===== src/rtl/sprite_pixel_unit_if.sv =====
// Sprite pixel unit bus: slot loads, dot control, mask bits and pixel results.
// The PPU sequencer drives as master; sprite_pixel_unit consumes as slave.
interface sprite_pixel_unit_if;
    logic       clock_EN;
    logic       load_EN;
    logic [2:0] load_slot;
    logic [7:0] load_attr;
    logic [7:0] load_x;
    logic [7:0] load_patLo;
    logic [7:0] load_patHi;
    logic       pixelShifty_EN;
    logic [7:0] pixelX;
    logic       showSprites;
    logic       showLeftSprites;
    logic       showBackground;
    logic       showLeftBackground;
    logic       sprite0InLine;
    logic       bgOpaque;
    logic       resetFlags;
    logic [3:0] spritePixel_OUT;
    logic       spritePriority_OUT;
    logic       spriteCollision;

    modport master (
        output clock_EN, load_EN, load_slot, load_attr, load_x,
        output load_patLo, load_patHi, pixelShifty_EN, pixelX,
        output showSprites, showLeftSprites,
        output showBackground, showLeftBackground,
        output sprite0InLine, bgOpaque, resetFlags,
        input  spritePixel_OUT, spritePriority_OUT, spriteCollision
    );

    modport slave (
        input  clock_EN, load_EN, load_slot, load_attr, load_x,
        input  load_patLo, load_patHi, pixelShifty_EN, pixelX,
        input  showSprites, showLeftSprites,
        input  showBackground, showLeftBackground,
        input  sprite0InLine, bgOpaque, resetFlags,
        output spritePixel_OUT, spritePriority_OUT, spriteCollision
    );
endinterface


===== src/rtl/sprite_pixel_unit.sv =====
// Per-scanline sprite output stage: eight slots, priority resolve, sprite-0 hit.
// Optional feature macro: SPRITE_ZERO_HIT_EN (sticky sprite-0 hit logic).
module sprite_pixel_unit (
    input logic clock,
    input logic reset,
    sprite_pixel_unit_if.slave bus
);

    logic [7:0] x_count [8];
    logic [1:0] pal     [8];
    logic       pri     [8];
    logic [7:0] pat_lo  [8];
    logic [7:0] pat_hi  [8];

    logic [1:0] color [8];
    logic [3:0] win_pix;
    logic       win_pri;
    logic       found;
    logic       clip;
    logic       advance;

    assign advance = bus.clock_EN && bus.pixelShifty_EN;

    assign clip = !bus.showSprites ||
                  ((bus.pixelX < 8'd8) && !bus.showLeftSprites);

    // Slot color: only a slot whose X counter has expired shows its MSBs.
    always_comb begin
        for (int i = 0; i < 8; i++) begin
            color[i] = 2'b00;
            if (x_count[i] == 8'd0) begin
                color[i] = {pat_hi[i][7], pat_lo[i][7]};
            end
        end
    end

    // Priority resolve: lowest-index opaque slot wins, clipping forces zero.
    always_comb begin
        win_pix = 4'h0;
        win_pri = 1'b0;
        found   = 1'b0;
        for (int i = 0; i < 8; i++) begin
            if (!found && (color[i] != 2'b00)) begin
                found   = 1'b1;
                win_pix = {pal[i], color[i]};
                win_pri = pri[i];
            end
        end
        if (clip) begin
            win_pix = 4'h0;
            win_pri = 1'b0;
        end
    end

    // Slot state: a load overrides the advance for its own slot only.
    always_ff @(posedge clock or posedge reset) begin
        if (reset) begin
            for (int i = 0; i < 8; i++) begin
                x_count[i] <= 8'd0;
                pal[i]     <= 2'b00;
                pri[i]     <= 1'b0;
                pat_lo[i]  <= 8'd0;
                pat_hi[i]  <= 8'd0;
            end
        end else if (bus.clock_EN) begin
            for (int i = 0; i < 8; i++) begin
                if (bus.load_EN && (bus.load_slot == 3'(i))) begin
                    x_count[i] <= bus.load_x;
                    pal[i]     <= bus.load_attr[1:0];
                    pri[i]     <= bus.load_attr[5];
                    pat_lo[i]  <= bus.load_patLo;
                    pat_hi[i]  <= bus.load_patHi;
                end else if (bus.pixelShifty_EN) begin
                    if (x_count[i] != 8'd0) begin
                        x_count[i] <= x_count[i] - 8'd1;
                    end else begin
                        pat_lo[i] <= {pat_lo[i][6:0], 1'b0};
                        pat_hi[i] <= {pat_hi[i][6:0], 1'b0};
                    end
                end
            end
        end
    end

    // Registered pixel result; holds on dots that do not advance.
    always_ff @(posedge clock or posedge reset) begin
        if (reset) begin
            bus.spritePixel_OUT    <= 4'h0;
            bus.spritePriority_OUT <= 1'b0;
        end else if (advance) begin
            bus.spritePixel_OUT    <= win_pix;
            bus.spritePriority_OUT <= win_pri;
        end
    end

`ifdef SPRITE_ZERO_HIT_EN
    logic hit;
    logic left_clip;
    logic unused_bits;

    assign unused_bits = ^{bus.load_attr[7:6], bus.load_attr[4:2]};

    assign left_clip = (bus.pixelX < 8'd8) &&
                       (!bus.showLeftSprites || !bus.showLeftBackground);

    // Slot 0 is tested on its own color, independent of who wins the dot.
    assign hit = bus.sprite0InLine &&
                 (color[0] != 2'b00) &&
                 bus.bgOpaque &&
                 bus.showSprites &&
                 bus.showBackground &&
                 (bus.pixelX != 8'd255) &&
                 !left_clip;

    // Sticky hit flag; a flag clear beats a simultaneous hit.
    always_ff @(posedge clock or posedge reset) begin
        if (reset) begin
            bus.spriteCollision <= 1'b0;
        end else if (bus.clock_EN) begin
            if (bus.resetFlags) begin
                bus.spriteCollision <= 1'b0;
            end else if (bus.pixelShifty_EN && hit) begin
                bus.spriteCollision <= 1'b1;
            end
        end
    end
`else
    logic unused_bits;

    assign unused_bits = ^{bus.load_attr[7:6], bus.load_attr[4:2],
                           bus.sprite0InLine, bus.bgOpaque,
                           bus.showBackground, bus.showLeftBackground,
                           bus.resetFlags};

    assign bus.spriteCollision = 1'b0;
`endif

endmodule


===== src/flat_wrapper.sv =====
// flat-port wrapper written by rule: the top's interface ports become plain ports
module sprite_pixel_unit_flat 
  (clock, reset, bus_clock_EN, bus_load_EN, bus_load_slot, bus_load_attr, bus_load_x, bus_load_patLo, bus_load_patHi, bus_pixelShifty_EN, bus_pixelX, bus_showSprites, bus_showLeftSprites, bus_showBackground, bus_showLeftBackground, bus_sprite0InLine, bus_bgOpaque, bus_resetFlags, bus_spritePixel_OUT, bus_spritePriority_OUT, bus_spriteCollision);
  sprite_pixel_unit_if bus_i ();
  input logic clock;
  input logic reset;
  input wire logic [$bits(bus_i.clock_EN)-1:0] bus_clock_EN;
  input wire logic [$bits(bus_i.load_EN)-1:0] bus_load_EN;
  input wire logic [$bits(bus_i.load_slot)-1:0] bus_load_slot;
  input wire logic [$bits(bus_i.load_attr)-1:0] bus_load_attr;
  input wire logic [$bits(bus_i.load_x)-1:0] bus_load_x;
  input wire logic [$bits(bus_i.load_patLo)-1:0] bus_load_patLo;
  input wire logic [$bits(bus_i.load_patHi)-1:0] bus_load_patHi;
  input wire logic [$bits(bus_i.pixelShifty_EN)-1:0] bus_pixelShifty_EN;
  input wire logic [$bits(bus_i.pixelX)-1:0] bus_pixelX;
  input wire logic [$bits(bus_i.showSprites)-1:0] bus_showSprites;
  input wire logic [$bits(bus_i.showLeftSprites)-1:0] bus_showLeftSprites;
  input wire logic [$bits(bus_i.showBackground)-1:0] bus_showBackground;
  input wire logic [$bits(bus_i.showLeftBackground)-1:0] bus_showLeftBackground;
  input wire logic [$bits(bus_i.sprite0InLine)-1:0] bus_sprite0InLine;
  input wire logic [$bits(bus_i.bgOpaque)-1:0] bus_bgOpaque;
  input wire logic [$bits(bus_i.resetFlags)-1:0] bus_resetFlags;
  output wire logic [$bits(bus_i.spritePixel_OUT)-1:0] bus_spritePixel_OUT;
  output wire logic [$bits(bus_i.spritePriority_OUT)-1:0] bus_spritePriority_OUT;
  output wire logic [$bits(bus_i.spriteCollision)-1:0] bus_spriteCollision;
  assign bus_i.clock_EN = bus_clock_EN;
  assign bus_i.load_EN = bus_load_EN;
  assign bus_i.load_slot = bus_load_slot;
  assign bus_i.load_attr = bus_load_attr;
  assign bus_i.load_x = bus_load_x;
  assign bus_i.load_patLo = bus_load_patLo;
  assign bus_i.load_patHi = bus_load_patHi;
  assign bus_i.pixelShifty_EN = bus_pixelShifty_EN;
  assign bus_i.pixelX = bus_pixelX;
  assign bus_i.showSprites = bus_showSprites;
  assign bus_i.showLeftSprites = bus_showLeftSprites;
  assign bus_i.showBackground = bus_showBackground;
  assign bus_i.showLeftBackground = bus_showLeftBackground;
  assign bus_i.sprite0InLine = bus_sprite0InLine;
  assign bus_i.bgOpaque = bus_bgOpaque;
  assign bus_i.resetFlags = bus_resetFlags;
  assign bus_spritePixel_OUT = bus_i.spritePixel_OUT;
  assign bus_spritePriority_OUT = bus_i.spritePriority_OUT;
  assign bus_spriteCollision = bus_i.spriteCollision;
  sprite_pixel_unit u_core (.clock(clock), .reset(reset), .bus(bus_i));
endmodule

===== config.mk =====
export PLATFORM = sky130hd
export DESIGN_NAME = sprite_pixel_unit_flat
export DESIGN_NICKNAME = d
export VERILOG_FILES = /design/src/rtl/sprite_pixel_unit_if.sv /design/src/rtl/sprite_pixel_unit.sv /design/src/flat_wrapper.sv
export SDC_FILE = /design/constraint.sdc
export NUM_CORES = 1
export LEC_CHECK = 0
export CORE_UTILIZATION = 40
export DETAILED_ROUTE_END_ITERATION = 7
export PLACE_DENSITY_LB_ADDON = 0.08
export SLEW_MARGIN = 0
export SYNTH_ARGS = -nofsm -noshare
export SYNTH_HDL_FRONTEND = slang
export SYNTH_SLANG_ARGS = --single-unit

===== constraint.sdc =====
create_clock -name clock -period 17.95 [get_ports clock]
set_input_delay 3.59 -clock clock [delete_from_list [all_inputs] [get_ports clock]]
set_output_delay 3.59 -clock clock [all_outputs]
set_load 0.03 [all_outputs]

**Yosys cells after proc, flatten, opt, wreduce, memory -nomap -nowiden**

Cells that the tools add are included.

- $add $sub $neg: 8
- $lt $le $gt $ge: 1
- Equality and inequality tests: 15
- Muxes and demuxes: 105
- Reductions and logical operators: 92

Operators with widths:

| cell | count |
|---|---|
| 2-to-1 mux 8 bit | 72 |
| zero test 8 bit | 8 |
| nonzero test 8 bit | 8 |
| subtractor 8 x 1 -> 8 bit (second input constant) | 8 |
| AND reduction 3 bit | 16 |
| nonzero test 2 bit | 24 |
| 2-to-1 mux 4 bit | 9 |
| logical AND 1 bit | 17 |
| 2-to-1 mux 1 bit | 16 |
| 2-to-1 mux 2 bit | 8 |
| != test 2 x 1 -> 1 bit (second input constant) | 8 |
| AND reduction 2 bit | 8 |
| equality test 3 bit (second input constant) | 4 |
| zero test 1 bit | 9 |
| < comparator 8 x 4 -> 1 bit (second input constant) | 1 |
| equality test 3 x 2 -> 1 bit (second input constant) | 2 |
| equality test 3 x 1 -> 1 bit (second input constant) | 1 |
| zero test 3 bit | 1 |
| logical OR 1 bit | 1 |

- Register bits: 221
- Output and inout port bits: 6
- Word-level logic and storage cells: 263

**Depth between registers and ports, before layout**

- Depth in word-level cells: 26
- Depth in mapped cells: 10
- Depth with buffers taken out: 8

**Worst setup path after synthesis**

OpenSTA, ideal clock, no wires.

- Kind: input port to flip-flop
- From: input port bus_load_EN
- To: register u_core.x_count[46] (netlist name)
- Library setup time: 0.135 ns
- Arrival: 5.074 ns
- Setup slack: 12.741 ns
- Stages: 10
- Buffers on the path: 4
- Path through: buf_2 -> nor2b_1 -> clkbuf_1 -> and2_1 -> clkbuf_1 -> nand2_1 -> o21a_1 -> clkbuf_1 -> o21ai_0 -> o21ai_0

- Cells in the longest elaborated chain, start to end: 3

RTL lines:

| what | RTL line | RTL |
|---|---|---|
| from (decl) | flat_wrapper.sv:8 | `input wire logic [$bits(bus_i.load_EN)-1:0] bus_load_EN;` |
| logical AND 1 bit * | sprite_pixel_unit.sv:67 | `if (bus.load_EN && (bus.load_slot == 3'(i))) begin` |
| nonzero test 2 bit (no source line) | - |  |
| AND reduction 3 bit (no source line) | - |  |
| to (signal, indexed assignment) | sprite_pixel_unit.sv:68 | `x_count[i] <= bus.load_x;` |
| to (signal, indexed assignment) | sprite_pixel_unit.sv:75 | `x_count[i] <= x_count[i] - 8'd1;` |
| to (decl) | sprite_pixel_unit.sv:9 | `logic [7:0] x_count [8];` |

Mark *: on every way between the ends. The rest lies on a longest branch, timed or not.
A chain may end at the register's enable or synchronous reset.

**Final worst setup path**

- From: input port bus_load_slot[1]
- To: register u_core.x_count[37] (netlist name)

- Cells in the longest elaborated chain, start to end: 4

RTL lines:

| what | RTL line | RTL |
|---|---|---|
| from (decl) | flat_wrapper.sv:9 | `input wire logic [$bits(bus_i.load_slot)-1:0] bus_load_slot;` |
| equality test 3 x 2 -> 1 bit * | sprite_pixel_unit.sv:67 |  |
| logical AND 1 bit * | sprite_pixel_unit.sv:67 |  |
| nonzero test 2 bit (no source line) | - |  |
| AND reduction 3 bit (no source line) | - |  |

Marked as above.

==> summary.txt <==
Setup path
  – R2R Path Start: u_core.x_count[48]
  – CP top delay family: simple AND/OR/NAND/NOR gates
  – Worst path max stage delay: 0.97 ns
  – R2R depth: 8
  – CP Capture Type: flip-flop
  – Worst path bufs/invs: 1
  – Crit path cell chain: clkdlybuf4s50_1 > and4b_1 > nand2_1 > o21ai_1 > o21ai_0 > a22o_1
  – Worst setup SP type: primary input
  – CP Launch Point: bus_load_slot[1]
  – Worst Path Max Fanout: 23
  – Slowest cell on crit path: and4b_1
  – Reg-to-Reg End: u_core.bus.spritePixel_OUT[3]
  – Crit path required time: 18.38 ns
  – Crit path kind: primary input to flip-flop
  – Flop-to-flop setup slack: 15.10 ns
  – Crit path DAT: 7.09 ns

Cells and area
  – Final net count: 1368
  – Share of layout cells above drive strength 1: 0.07903
  – Fillers: 2792
  – Antenna diodes: 0
  – Area Growth Syn to Fin: 13.80%

Die
  – Die X: 171.6 µm
  – Initial Utilization: 0.4108
  – # rows: 61
  – Io pins: 61
  – Core area: 28010 µm²
  – Die Y: 171.6 µm
  – Die area: 29450 µm²

Synthesis
  – Gate Count Post-Synth: 1305
  – Async set-or-reset flop fraction in the synthesized netlist: 1.000
  – Most common flop cell mapped by yosys: dfrtp_1
  – Largest cells by area after synthesis: dfrtp_1 48%, nand2_1 8.3%, o21ai_0 7.2%, mux2i_1 6.2%, nor2_1 3.4%
  – Cell accounting for the most synthesized area: dfrtp_1
  – Yosys warning count: 0
  – Yosys top cell area share: 0.4806
  – Sequential-to-total area share from yosys stat: 0.4806
  – Cell Area, Synth: 11510 µm²
  – Post-synth EDFFs: 0
  – Seq cells post-synth: 221
  – Top-count cell post-synth: nand2_1
  – Avg Synthesized Cell Area: 8.818 µm²
  – Synth cell types: 65
  – Top post-synthesis cells by count: 254 x nand2_1, 221 x dfrtp_1, 165 x o21ai_0
  – Syn nets: 1374

CTS
  – Clock buffer count from CTS: 26
  – Clock transition at path regs: 0.06 ns
  – CTS tree: done
  – CTS Root Cell: clkbuf_16
  – H-tree depth: 1
  – Post_cts resized: 0
  – Clock sink count: 221
  – Post-CTS setup buffer count: 0
  – CTS max path bufs: 3
  – Clk_lat worst skew: 0.54 ns
  – Hold_buf cts: 0

Run
  – Max cap viols: 0

Drt
  – Initial DRC Count: 679
  – Via Count: 9180
  – Final wirelength: 30300 µm
  – Drt first pass iters: 5
  – Post-DR vias/cell: 5.419
  – DRC viols: 0
  – Drt wl/cell: 17.89 µm
  – Final ANT Viol Nets: 0

GRT
  – Total GRT Usage: 0.2142
  – Vias in the first global route: 8717
  – Initial antenna violation count: 0
  – Largest net degree at the start of global routing: 82
  – Grt total ovfl: 0
  – First-pass GRT wire length: 49090 µm

Pwr
  – Leakage: 5.531 nW
  – Total power: 0.001681 W
  – Max IR drop VDD: 0.00007302 V
  – Pwr dens: 128.3 nW/µm²

Timing
  – Setup TNS: 0 ns
  – Worst Tran Pin Value: 1.203 ns
  – Max-slew headroom: 0.1932
  – Fmax: 0.1503 GHz
  – Slew Limit Fails: 0
  – Final setup fails: 0
  – Tcrit/Tclk final: 0.3706
  – Final Hold Viols: 0
  – Final Critical Period: 6.651 ns
  – Fin Hold WS: 0.4754 ns
  – RSZ-0062 raised after global routing: no
  – Clock skew: 0.006484 ns

Status
  – Status: completed

Worst hold path
  – Hold path depth: 2
  – Hold path endpoint: u_core.pat_hi[29]
  – Hold/Removal Path Class: flip-flop to flip-flop
  – HP Start: u_core.pat_hi[29]

Placed design
  – GP Congestion: 0.8222
  – Port Buf Inserts: 46
  – HPWL Detailed: 19980 µm
==> final cells by class <==
class                   count  area (µm²)  share of cell area
inverters                  23       93.84            0.007166
flip-flops and latches    221        5530              0.4223
multi-input cells         969        5574              0.4257
clock inverters             9       145.1             0.01108
clock buffers              36       728.2             0.05561
repair buffers             58       550.5             0.04204
well taps                 378       473.0             0.03612
==> worst reg2reg max path, stage by stage (launching register included) <==
cell	delay [ns]
dfrtp_1	0.43
inv_1	0.12
ha_1	0.15
nor3b_1	0.40
o211a_1	0.29
or3_1	0.44
nor3_2	0.14
a2111oi_0	0.59
o31ai_1	0.16
==> worst max path at each step <==
| stage | cells past startpoint | endpoint | slack (ns) |
|---|---|---|---|
| final | 6 | u_core.x_count[37] | 11.30 |
| after global routing | 6 | u_core.x_count[37] | 11.04 |
| after CTS | 6 | u_core.x_count[37] | 11.35 |
| after detailed placement | 6 | u_core.x_count[37] | 10.77 |
| after global placement | 6 | u_core.x_count[37] | 10.79 |
| after floorplan | 1 | u_core.bus.spritePixel_OUT[0] | 8.31 |
==> power breakdown <==
group / total (W) / internal (W) / switching, W / leakage, nW
combinational: 0.000364 / 0.000162 / 0.000202 / 2.32
sequential: 0.000776 / 0.000649 / 0.000126 / 2.78
clock: 0.000541 / 0.000326 / 0.000215 / 0.430
==> through the flow <==
stage | utilization | instance area [µm²] | std cells | worst slack [ns]
after global placement | 0.4363 | 12220 | 1649 | 10.79
after floorplan | - | 11510 | 1305 | 8.311
after detailed placement | 0.4363 | 12220 | 1649 | 10.77
final | 0.4675 | 13100 | 1694 | 11.30
after CTS | 0.4675 | 13100 | 1694 | 11.35
after global routing | 0.4675 | 13100 | 1694 | 11.04
==> placed cells by master, fill, tap and decap left out, types with 4 or more instances in the layout <==
cell             synthesis  final
clkbuf_1                59      6
clkbuf_16                0     26
o22ai_1                  7      7
a21boi_2                 0      5
nand3_1                 37     37
and2_1                  10     10
nand2b_1                 6      6
o21a_1                   8      8
dfrtp_1                221    221
a22oi_1                  9      9
nor3b_1                  7      7
nand2_1                254    254
o21ai_0                165    165
nor2b_1                  4      4
a31oi_1                 51     51
clkbuf_8                 0      4
a21oi_1                 68     68
clkinv_2                 0      5
ha_1                    14     14
nor4_1                  10     10
inv_1                   23     22
clkdlybuf4s50_1          0     46
nand4_1                  6      6
a211oi_1                 5      5
o211ai_1                 7      7
or2_2                    6      6
mux2i_1                 71     71
o22a_1                   4      4
or3_1                    4      4
and3_1                   9      9
mux2_2                  24     24
buf_4                    1     12
o21ai_1                  8      8
nor2_1                 103    103
nor3_1                  17     17
==> state kept, by name, summed over array words and instances (netlist names) <==
signal,cells
u_core.pat_hi,64
u_core.pat_lo,64
u_core.x_count,64
u_core.pal,16
u_core.pri,8
u_core.bus.spritePixel_OUT,4
u_core.bus.spritePriority_OUT,1
==> metal layers <==
| metal | vias to the layer above | global-route usage | wire [µm] |
|---|---|---|---|
| met5 | - | 0 | 0 |
| met4 | 0 | 0.05435 | 679 |
| met3 | 40 | 0.02554 | 1129 |
| met2 | 182 | 0.3487 | 13780 |
| met1 | 4386 | 0.3011 | 14720 |
| li1 | 4572 | - | - |
==> logic make-up (layout without fill, tap and decap cells) <==
family | count (synthesis) | in the layout | synth area share
AND/OR/NAND/NOR | 495 | 495 | 0.1960
multiplexers | 95 | 95 | 0.08525
AO/OA/AOI/OAI | 364 | 364 | 0.1833
flip-flops | 221 | 221 | 0.4806
adder cells (fa/ha/maj) | 14 | 14 | 0.01522
other | 1 | 1 | 0.0003259
buffers and inverters | 115 | 126 | 0.03925
(Power assumes the default switching activity.)
